<file path="config.mk">
export PLATFORM = sky130hd
export DESIGN_NAME = compute_unit_arbiter_flat
export DESIGN_NICKNAME = d
export VERILOG_FILES = /design/src/rtl/compute_unit_arbiter_pkg.sv /design/src/rtl/compute_unit_arbiter_if.sv /design/src/rtl/compute_unit_arbiter_rr_pick.sv /design/src/rtl/compute_unit_arbiter.sv /design/src/flat_wrapper.sv
export SDC_FILE = /design/constraint.sdc
export NUM_CORES = 1
export LEC_CHECK = 0
export CAP_MARGIN = 10
export CORE_AREA = 2 2 184 186
export CTS_CLUSTER_SIZE = 24
export DETAILED_ROUTE_END_ITERATION = 10
export DIE_AREA = 0 0 186 188
export GPL_TIMING_DRIVEN = 0
export HOLD_SLACK_MARGIN = 0.06
export PLACE_DENSITY_LB_ADDON = 0.1
export SYNTH_ARGS = -nofsm -noshare
export SYNTH_HDL_FRONTEND = slang
export SYNTH_HIERARCHICAL = 1
export SYNTH_SLANG_ARGS = --single-unit
</file>
<file path="constraint.sdc">
create_clock -name clk -period 2.4 [get_ports clk]
set_input_delay 0.48 -clock clk [delete_from_list [all_inputs] [get_ports clk]]
set_output_delay 0.48 -clock clk [all_outputs]
set_load 0.005 [all_outputs]
</file>
<file path="src/rtl/compute_unit_arbiter_pkg.sv">
// Shared types and constants for the compute-unit arbiter slice.
package compute_unit_arbiter_pkg;

  localparam int unsigned CU_MAX_REQ = 4;
  localparam int unsigned DATA_DEPTH = 4;
  localparam int unsigned LANE_W     = 16;

  typedef enum logic [1:0] {
    COMP_ADD  = 2'd0,
    COMP_MUL  = 2'd1,
    COMP_RELU = 2'd2,
    COMP_MAX  = 2'd3
  } comp_type_e;

  typedef logic [DATA_DEPTH-1:0][LANE_W-1:0] data_t;

  // Job payload held towards the shared unit for the whole transaction
  typedef struct packed {
    comp_type_e comp_type;
    data_t      data;
  } cu_job_t;

  // Arbiter FSM encoding
  localparam int unsigned ARB_STATE_W = 2;
  localparam logic [ARB_STATE_W-1:0] ARB_IDLE   = 2'd0;
  localparam logic [ARB_STATE_W-1:0] ARB_ISSUE  = 2'd1;
  localparam logic [ARB_STATE_W-1:0] ARB_WAIT   = 2'd2;
  localparam logic [ARB_STATE_W-1:0] ARB_RETURN = 2'd3;

endpackage

</file>
<file path="src/rtl/compute_unit_arbiter_if.sv">
// Requester and shared-unit bus of the compute-unit arbiter.
// slave = arbiter side, master = requesters plus shared unit.
interface compute_unit_arbiter_if #(
  parameter int unsigned NUM_REQ = 4
);
  import compute_unit_arbiter_pkg::*;

  logic [NUM_REQ-1:0] req_valid;
  comp_type_e         req_comp_type [NUM_REQ];
  data_t              req_data      [NUM_REQ];
  logic [NUM_REQ-1:0] req_ack;
  logic [NUM_REQ-1:0] rsp_valid;
  data_t              rsp_data;
  logic               rsp_error;
  logic               busy;
  logic [1:0]         cu_unit_id;
  logic               cu_request;
  comp_type_e         cu_comp_type;
  data_t              cu_data_in;
  logic               cu_ready;
  logic               cu_done;
  data_t              cu_result;

  modport slave (
    input  req_valid, req_comp_type, req_data, cu_ready, cu_done, cu_result,
    output req_ack, rsp_valid, rsp_data, rsp_error, busy,
           cu_unit_id, cu_request, cu_comp_type, cu_data_in
  );

  modport master (
    output req_valid, req_comp_type, req_data, cu_ready, cu_done, cu_result,
    input  req_ack, rsp_valid, rsp_data, rsp_error, busy,
           cu_unit_id, cu_request, cu_comp_type, cu_data_in
  );

endinterface

</file>
<file path="src/rtl/compute_unit_arbiter_rr_pick.sv">
// Combinational round-robin pick: first set request at or after rr_ptr, wrapping.
module compute_unit_arbiter_rr_pick #(
  parameter int unsigned NUM_REQ = 4
) (
  input  logic [NUM_REQ-1:0] req_valid,
  input  logic [1:0]         rr_ptr,
  output logic [1:0]         winner_c,
  output logic               any_c
);

  logic [2:0]         idx;
  logic [NUM_REQ-1:0] rot;

  // Scan candidates in priority order starting from rr_ptr
  always_comb begin
    winner_c = 2'd0;
    any_c    = 1'b0;
    idx      = 3'd0;
    rot      = '0;
    for (int unsigned i = 0; i < NUM_REQ; i++) begin
      idx = 3'(rr_ptr) + 3'(i);
      if (idx >= 3'(NUM_REQ)) idx = idx - 3'(NUM_REQ);
      rot = req_valid >> idx;
      if (!any_c && rot[0]) begin
        any_c    = 1'b1;
        winner_c = 2'(idx);
      end
    end
  end

endmodule

</file>
<file path="src/rtl/compute_unit_arbiter.sv">
// compute_unit_arbiter: round-robin sequencer sharing one compute unit among NUM_REQ
// requesters, one job in flight. Define CU_ARB_TIMEOUT_EN to add a watchdog in ARB_WAIT
// that aborts a job after TIMEOUT_CYCLES with rsp_error=1.
module compute_unit_arbiter
  import compute_unit_arbiter_pkg::*;
#(
  parameter int unsigned NUM_REQ        = 4,
  parameter int unsigned TIMEOUT_CYCLES = 64
) (
  input  logic                  clk,
  input  logic                  rst_n,
  compute_unit_arbiter_if.slave bus
);

  if (NUM_REQ == 0 || NUM_REQ > CU_MAX_REQ || TIMEOUT_CYCLES == 0) begin : g_bad_param
    $fatal(1, "compute_unit_arbiter: NUM_REQ must be 1..4 and TIMEOUT_CYCLES nonzero");
  end

  logic [ARB_STATE_W-1:0] state_q, state_d;
  logic [1:0]             rr_ptr_q, rr_ptr_d;
  logic [1:0]             unit_id_q, unit_id_d;
  cu_job_t                job_q, job_d;
  logic                   cu_request_q, cu_request_d;
  logic [NUM_REQ-1:0]     req_ack_q, req_ack_d;
  logic [NUM_REQ-1:0]     rsp_valid_q, rsp_valid_d;
  data_t                  rsp_data_q, rsp_data_d;
  logic                   rsp_error_q, rsp_error_d;
  logic                   busy_q, busy_d;
  logic                   busy_seen_q, busy_seen_d;
  logic [1:0]             winner_c;
  logic                   any_c;
  logic                   complete_c;

`ifdef CU_ARB_TIMEOUT_EN
  localparam int unsigned WD_W = 16;
  logic [WD_W-1:0] wd_cnt_q, wd_cnt_d;
`endif

  compute_unit_arbiter_rr_pick #(.NUM_REQ(NUM_REQ)) u_rr_pick (
    .req_valid (bus.req_valid),
    .rr_ptr    (rr_ptr_q),
    .winner_c  (winner_c),
    .any_c     (any_c)
  );

  // The unit must have gone busy since the request before ready/done count as completion
  assign complete_c = busy_seen_q && bus.cu_ready && bus.cu_done;

  // Next-state and next-output logic
  always_comb begin
    state_d      = state_q;
    rr_ptr_d     = rr_ptr_q;
    unit_id_d    = unit_id_q;
    job_d        = job_q;
    cu_request_d = 1'b0;
    req_ack_d    = '0;
    rsp_valid_d  = '0;
    rsp_data_d   = rsp_data_q;
    rsp_error_d  = rsp_error_q;
    busy_seen_d  = busy_seen_q;
`ifdef CU_ARB_TIMEOUT_EN
    wd_cnt_d     = wd_cnt_q;
`endif
    case (state_q)
      ARB_IDLE: begin
        if (any_c && bus.cu_ready) begin
          unit_id_d       = winner_c;
          job_d.comp_type = bus.req_comp_type[winner_c];
          job_d.data      = bus.req_data[winner_c];
          req_ack_d       = NUM_REQ'(1) << winner_c;
          state_d         = ARB_ISSUE;
        end
      end
      ARB_ISSUE: begin
        cu_request_d = 1'b1;
        busy_seen_d  = 1'b0;
`ifdef CU_ARB_TIMEOUT_EN
        wd_cnt_d     = '0;
`endif
        state_d      = ARB_WAIT;
      end
      ARB_WAIT: begin
        if (!bus.cu_ready) busy_seen_d = 1'b1;
        if (complete_c) begin
          rsp_data_d  = bus.cu_result;
          rsp_error_d = 1'b0;
          rsp_valid_d = NUM_REQ'(1) << unit_id_q;
          state_d     = ARB_RETURN;
        end
`ifdef CU_ARB_TIMEOUT_EN
        else if (wd_cnt_q == WD_W'(TIMEOUT_CYCLES - 1)) begin
          rsp_data_d  = '0;
          rsp_error_d = 1'b1;
          rsp_valid_d = NUM_REQ'(1) << unit_id_q;
          state_d     = ARB_RETURN;
        end else begin
          wd_cnt_d = wd_cnt_q + WD_W'(1);
        end
`endif
      end
      ARB_RETURN: begin
        rr_ptr_d = (unit_id_q == 2'(NUM_REQ - 1)) ? 2'd0 : unit_id_q + 2'd1;
        state_d  = ARB_IDLE;
      end
      default: state_d = ARB_IDLE;
    endcase
    busy_d = (state_d != ARB_IDLE);
  end

  // State and output registers with synchronous active-low reset
  always_ff @(posedge clk) begin
    if (!rst_n) begin
      state_q      <= ARB_IDLE;
      rr_ptr_q     <= 2'd0;
      unit_id_q    <= 2'd0;
      job_q        <= '{comp_type: COMP_ADD, data: '0};
      cu_request_q <= 1'b0;
      req_ack_q    <= '0;
      rsp_valid_q  <= '0;
      rsp_data_q   <= '0;
      rsp_error_q  <= 1'b0;
      busy_q       <= 1'b0;
      busy_seen_q  <= 1'b0;
`ifdef CU_ARB_TIMEOUT_EN
      wd_cnt_q     <= '0;
`endif
    end else begin
      state_q      <= state_d;
      rr_ptr_q     <= rr_ptr_d;
      unit_id_q    <= unit_id_d;
      job_q        <= job_d;
      cu_request_q <= cu_request_d;
      req_ack_q    <= req_ack_d;
      rsp_valid_q  <= rsp_valid_d;
      rsp_data_q   <= rsp_data_d;
      rsp_error_q  <= rsp_error_d;
      busy_q       <= busy_d;
      busy_seen_q  <= busy_seen_d;
`ifdef CU_ARB_TIMEOUT_EN
      wd_cnt_q     <= wd_cnt_d;
`endif
    end
  end

  assign bus.req_ack      = req_ack_q;
  assign bus.rsp_valid    = rsp_valid_q;
  assign bus.rsp_data     = rsp_data_q;
  assign bus.rsp_error    = rsp_error_q;
  assign bus.busy         = busy_q;
  assign bus.cu_unit_id   = unit_id_q;
  assign bus.cu_request   = cu_request_q;
  assign bus.cu_comp_type = job_q.comp_type;
  assign bus.cu_data_in   = job_q.data;

endmodule
</file>
<file path="src/flat_wrapper.sv">
// flat-port wrapper written by rule: the top's interface ports become plain ports
module compute_unit_arbiter_flat import compute_unit_arbiter_pkg::*;
#(
  parameter int unsigned NUM_REQ        = 4,
  parameter int unsigned TIMEOUT_CYCLES = 64
)
  (clk, rst_n, bus_req_valid, bus_req_comp_type, bus_req_data, bus_cu_ready, bus_cu_done, bus_cu_result, bus_req_ack, bus_rsp_valid, bus_rsp_data, bus_rsp_error, bus_busy, bus_cu_unit_id, bus_cu_request, bus_cu_comp_type, bus_cu_data_in);
  compute_unit_arbiter_if #(.NUM_REQ(NUM_REQ)) bus_i ();
  input  logic clk;
  input  logic rst_n;
  input wire logic [$bits(bus_i.req_valid)-1:0] bus_req_valid;
  input wire logic [$bits(bus_i.req_comp_type)-1:0] bus_req_comp_type;
  input wire logic [$bits(bus_i.req_data)-1:0] bus_req_data;
  input wire logic [$bits(bus_i.cu_ready)-1:0] bus_cu_ready;
  input wire logic [$bits(bus_i.cu_done)-1:0] bus_cu_done;
  input wire logic [$bits(bus_i.cu_result)-1:0] bus_cu_result;
  output wire logic [$bits(bus_i.req_ack)-1:0] bus_req_ack;
  output wire logic [$bits(bus_i.rsp_valid)-1:0] bus_rsp_valid;
  output wire logic [$bits(bus_i.rsp_data)-1:0] bus_rsp_data;
  output wire logic [$bits(bus_i.rsp_error)-1:0] bus_rsp_error;
  output wire logic [$bits(bus_i.busy)-1:0] bus_busy;
  output wire logic [$bits(bus_i.cu_unit_id)-1:0] bus_cu_unit_id;
  output wire logic [$bits(bus_i.cu_request)-1:0] bus_cu_request;
  output wire logic [$bits(bus_i.cu_comp_type)-1:0] bus_cu_comp_type;
  output wire logic [$bits(bus_i.cu_data_in)-1:0] bus_cu_data_in;
  assign bus_i.req_valid = bus_req_valid;
  assign bus_i.req_comp_type = {>>{bus_req_comp_type}};
  assign bus_i.req_data = {>>{bus_req_data}};
  assign bus_i.cu_ready = bus_cu_ready;
  assign bus_i.cu_done = bus_cu_done;
  assign bus_i.cu_result = bus_cu_result;
  assign bus_req_ack = bus_i.req_ack;
  assign bus_rsp_valid = bus_i.rsp_valid;
  assign bus_rsp_data = bus_i.rsp_data;
  assign bus_rsp_error = bus_i.rsp_error;
  assign bus_busy = bus_i.busy;
  assign bus_cu_unit_id = bus_i.cu_unit_id;
  assign bus_cu_request = bus_i.cu_request;
  assign bus_cu_comp_type = bus_i.cu_comp_type;
  assign bus_cu_data_in = bus_i.cu_data_in;
  compute_unit_arbiter #(.NUM_REQ(NUM_REQ), .TIMEOUT_CYCLES(TIMEOUT_CYCLES)) u_core (.clk(clk), .rst_n(rst_n), .bus(bus_i));
endmodule
</file>
==> summary.md <==
The portion of the post-synthesis area used by sequential elements came out at 43.8%. The worst setup path is captured at a flop. Synthesis handed over a netlist of 586 instances. The run gives 4 as the first-pass iteration count of the detailed router. For this design, the slowest cell found on the critical path is mux4_2.

Once routing completed, OpenROAD measured the worst setup slack at 0.0675 ns. Number of antenna violations at the first check in global routing: 8. Number of vias per cell: 4.30. By area, the combinational part of the netlist is dominated by multiplexers. After detailed placement, the total cell area comes to 12100 sq um. The tools report the root buffer selected by CTS as clkbuf_16. The count of final max-slew check failures is 0.

Of the total synthesized cell area, the portion taken by XOR and XNOR cells is 0%. The area of the core was 33100 sq um; the largest net degree at the start of global routing was 17. The run gives 0.429 GHz as the maximum operating frequency.

For this run, the slowest stage of the critical path takes 0.56 ns. The critical path in this run is classified as in -> reg. The mapped netlist covers 6720 sq um.

The final hold slack was 0.461 ns. Sorting the synthesized cells by area gives the leading types as dfxtp_1, mux4_2, a22o_1. At the end of the flow the core is filled with cells to 38.3%.

From bottom edge to top edge, the die measures 188 microns. The via count of the first global-routing pass was 6934. TritonCTS built the clock tree. After synthesis, the netlist uses 33 different library cells. The wire length per cell was 20.4 microns; the post-synthesis mux area share was 22.7%.

The starting density of the core is 20.3%. The number of warnings printed during yosys synthesis was 6; the first-pass GRT wire length was 45600 microns. The run gives -0.402 ns as the worst slack at placement. Setup repair after global routing left no endpoint under its margin. The HPWL after detailed placement is 25600 microns.

For the cell row count, the log shows 67. The largest driver fanout on the critical path is 10, and the worst setup skew after layout is 0.00903 ns. After global routing the overflow that remains totals 0. Number of cells upsized or downsized after cts: 0. The post-CTS setup buffer count was 0.

The flow ran to the end, and the final reports show no timing, DRC or antenna violations. The endpoint arrival time on the critical path was 2.66 ns. The required arrival time at the worst endpoint is 2.73 ns, and the max-capacitance violation count is 0.

The post-synthesis to final-layout area growth was 88.5%; the maximum level of the CTS H-tree was 4. The number of DRC markers after the initial detailed-route iteration was 224; the number of inserted filler cells in the final layout was 3333. The area share of fa/ha/maj cells after synthesis is 1.12%, and the share of post-route cells with drive strength above 1 is 12.5%.

The setup-violating endpoint count in the final report was 0. The number of failing hold endpoints at the final stage is 0. The total wirelength of the detailed-routed design is 31600 microns.

The path class of the tightest hold or removal check is reg -> reg. The x dimension of the die was 186 microns. Headroom to the max-slew limit came out at 59.5%.

The number of synthesized register bits came out at 147. Clock-pin slew was measured on the worst setup and hold paths at 0.07 ns. The average cell area after synthesis is 11.5 sq um. The detail route stage leaves a number of antenna-violating nets equal to 0. In this run, post-CTS hold repair placed 0 buffers. For this design, the sink count on the clock tree is 147. The share of the synthesized area in compound gates (AO/OA/AOI/OAI) works out to 16.8%. For this design the top-level I/O count stands at 479. Kind of cell with the highest combined delay on the critical path: buffers and inverters. At the pin with the least slew margin, the transition time is 0.607 ns.

The final critical-path share of the clock period is 97.2%. The routed layout has 6651 vias. The number of buffer and inverter stages on the critical path is 4. The tools report the last weighted congestion value of the routability-driven placer as 0.780. The clock passes through at most 2 buffers. For this design the ratio of total power to cell area is 610 nW/um^2. The proportion of netlist area held by the largest area contributor was 43.8%. The number of DRC violations after detailed routing is 0. Final critical delay including setup and external delays: 2.33 ns. The total nets after synthesis came out at 928. The cell repeated most along the worst path is a22o_1.

Global routing used 17.8% of the available tracks across all layers. The biggest area consumer among synthesized cells was dfxtp_1. STA classifies the critical path startpoint as a primary input.

In this run the tool buffered the top-level ports with 477 buffer cells. The die covers 35000 sq um. The post-layout instance area came out at 12700 sq um.

Setup total negative slack on the finished layout was measured at 0 ns. For the final-stage net count, the log shows 1424. Across the VDD grid, the largest voltage drop is 0.478 mV. The tools report the clock latency on the worst-skew pair as 0.44 ns. The simple-gate share of the synthesized area works out to 9.92%.

The number of buffers created by CTS is 17. The static power due to leakage came out at 0.00446 uW. The signal on the critical path passes through clkdlybuf4s50_1 > inv_1 > a22o_1 > a211oi_2 > buf_6 > buf_12 > mux4_2 > a22o_1.
-- worst reg2reg max path: stages, from the launching register on --
cell and delay [ns]:
dfxtp_1 0.34, inv_1 0.06, a22o_1 0.23, a211oi_2 0.23, buf_6 0.24, buf_12 0.19, mux4_2 0.57, a22o_1 0.20
-- cells in the final DEF (no fill, tap or decap), types with 2 or more instances in the layout --
master / Yosys / final
clkdlybuf4s50_1: 0 / 477
dfxtp_1: 147 / 147
nand2_1: 133 / 133
a22o_1: 67 / 67
mux4_2: 66 / 66
a21boi_0: 65 / 65
buf_2: 24 / 24
clkbuf_1: 19 / 18
clkbuf_16: 0 / 17
inv_1: 7 / 7
nor2_1: 7 / 7
buf_12: 6 / 6
ha_1: 6 / 6
diode_2: 0 / 4
clkinv_4: 0 / 4
mux2i_1: 4 / 4
nor2b_1: 4 / 4
a21oi_1: 4 / 4
clkinvlp_4: 0 / 3
nand2b_1: 3 / 3
bufinv_16: 0 / 2
inv_6: 0 / 2
clkbuf_8: 0 / 2
and4_1: 2 / 2
buf_6: 2 / 2
nor3_1: 2 / 2
buf_4: 2 / 2
and2_1: 2 / 2
o21ai_0: 2 / 2
-- cell usage after synthesis --
cell,instances
inv_1,7
nand2b_1,3
and3_1,1
and4_1,2
buf_6,2
a211oi_2,1
nand3_1,1
nor2b_1,4
nand4_1,1
o221ai_1,1
nor3_1,2
nand3_2,1
buf_2,24
a21oi_1,4
mux2i_1,4
buf_4,2
a21boi_0,65
ha_1,6
conb_1,1
and2_1,2
and2_4,1
mux4_2,66
or2_2,1
nor2_1,7
buf_12,6
nor3b_1,1
a31oi_1,1
clkbuf_1,19
nand2_1,133
a22o_1,67
o21ai_0,2
nand3b_1,1
dfxtp_1,147
-- state kept, by name, indices dropped and copies added (netlist names), 2 cells and up --
register                 flops
u_core/rr_ptr_q              2
u_core/bus.cu_data_in       64
u_core/bus.cu_comp_type      2
u_core/state_q               2
u_core/bus.req_ack           4
u_core/bus.rsp_data         64
u_core/bus.rsp_valid         4
u_core/bus.cu_unit_id        2
-- metrics by stage --
stage | std cells | power [uW]
after floorplan | 586 | 3710
after global placement | 1511 | 5020
after detailed placement | 1511 | 5020
after CTS | 1543 | 7880
after global routing | 1544 | 8120
final | 1547 | 7730
-- report_power, final --
group | switching (uW) | internal (uW)
combinational | 748 | 1370
sequential | 128 | 2690
clock | 1190 | 1600
total | 2060 | 5660
-- path summary, 6_finish.rpt --
kind	from	end	slack [ns]	cells after the start
min	u_core/bus.rsp_data[57]$_SDFFE_PN0P_	u_core/bus.rsp_data[57]$_SDFFE_PN0P_	0.46	2
min reg2reg	u_core/bus.rsp_data[57]$_SDFFE_PN0P_	u_core/bus.rsp_data[57]$_SDFFE_PN0P_	0.46	2
max	bus_req_valid[3]	u_core/bus.cu_data_in[50]$_SDFFE_PN0P_	0.07	8
max reg2reg	u_core/rr_ptr_q[0]$_SDFFE_PN0N_	u_core/bus.cu_data_in[50]$_SDFFE_PN0P_	0.24	7
-- cell type report --
type	count	area (sq um)	share of cell area (%)
clock buffers	19	453	3.57
flip-flops and latches	147	2940	23.2
plain buffers	53	350	2.76
well taps	448	561	4.42
diodes	4	10.0	0.0790
multi-input cells	379	3400	26.9
clock inverters	13	151	1.19
inverters	7	26.3	0.207
repair buffers	477	4770	37.7
-- layer usage --
metal / vias up / wire length, microns / GRT usage [%]
met5: - / 59 / 0
met2: 265 / 15800 / 31.3
met1: 3196 / 12000 / 19.3
met3: 33 / 3220 / 7.79
met4: 10 / 488 / 4.78
li1: 3147 / - / -
-- logic make-up after synthesis --
group                      Yosys count
buffers and inverters               60
DFF                                147
muxes                               70
and+or+nand+nor                    161
AOI/OAI and AO/OA                  141
adders and majority gates            6
other                                1
Note: power is estimated with default switching activity, not from simulation.
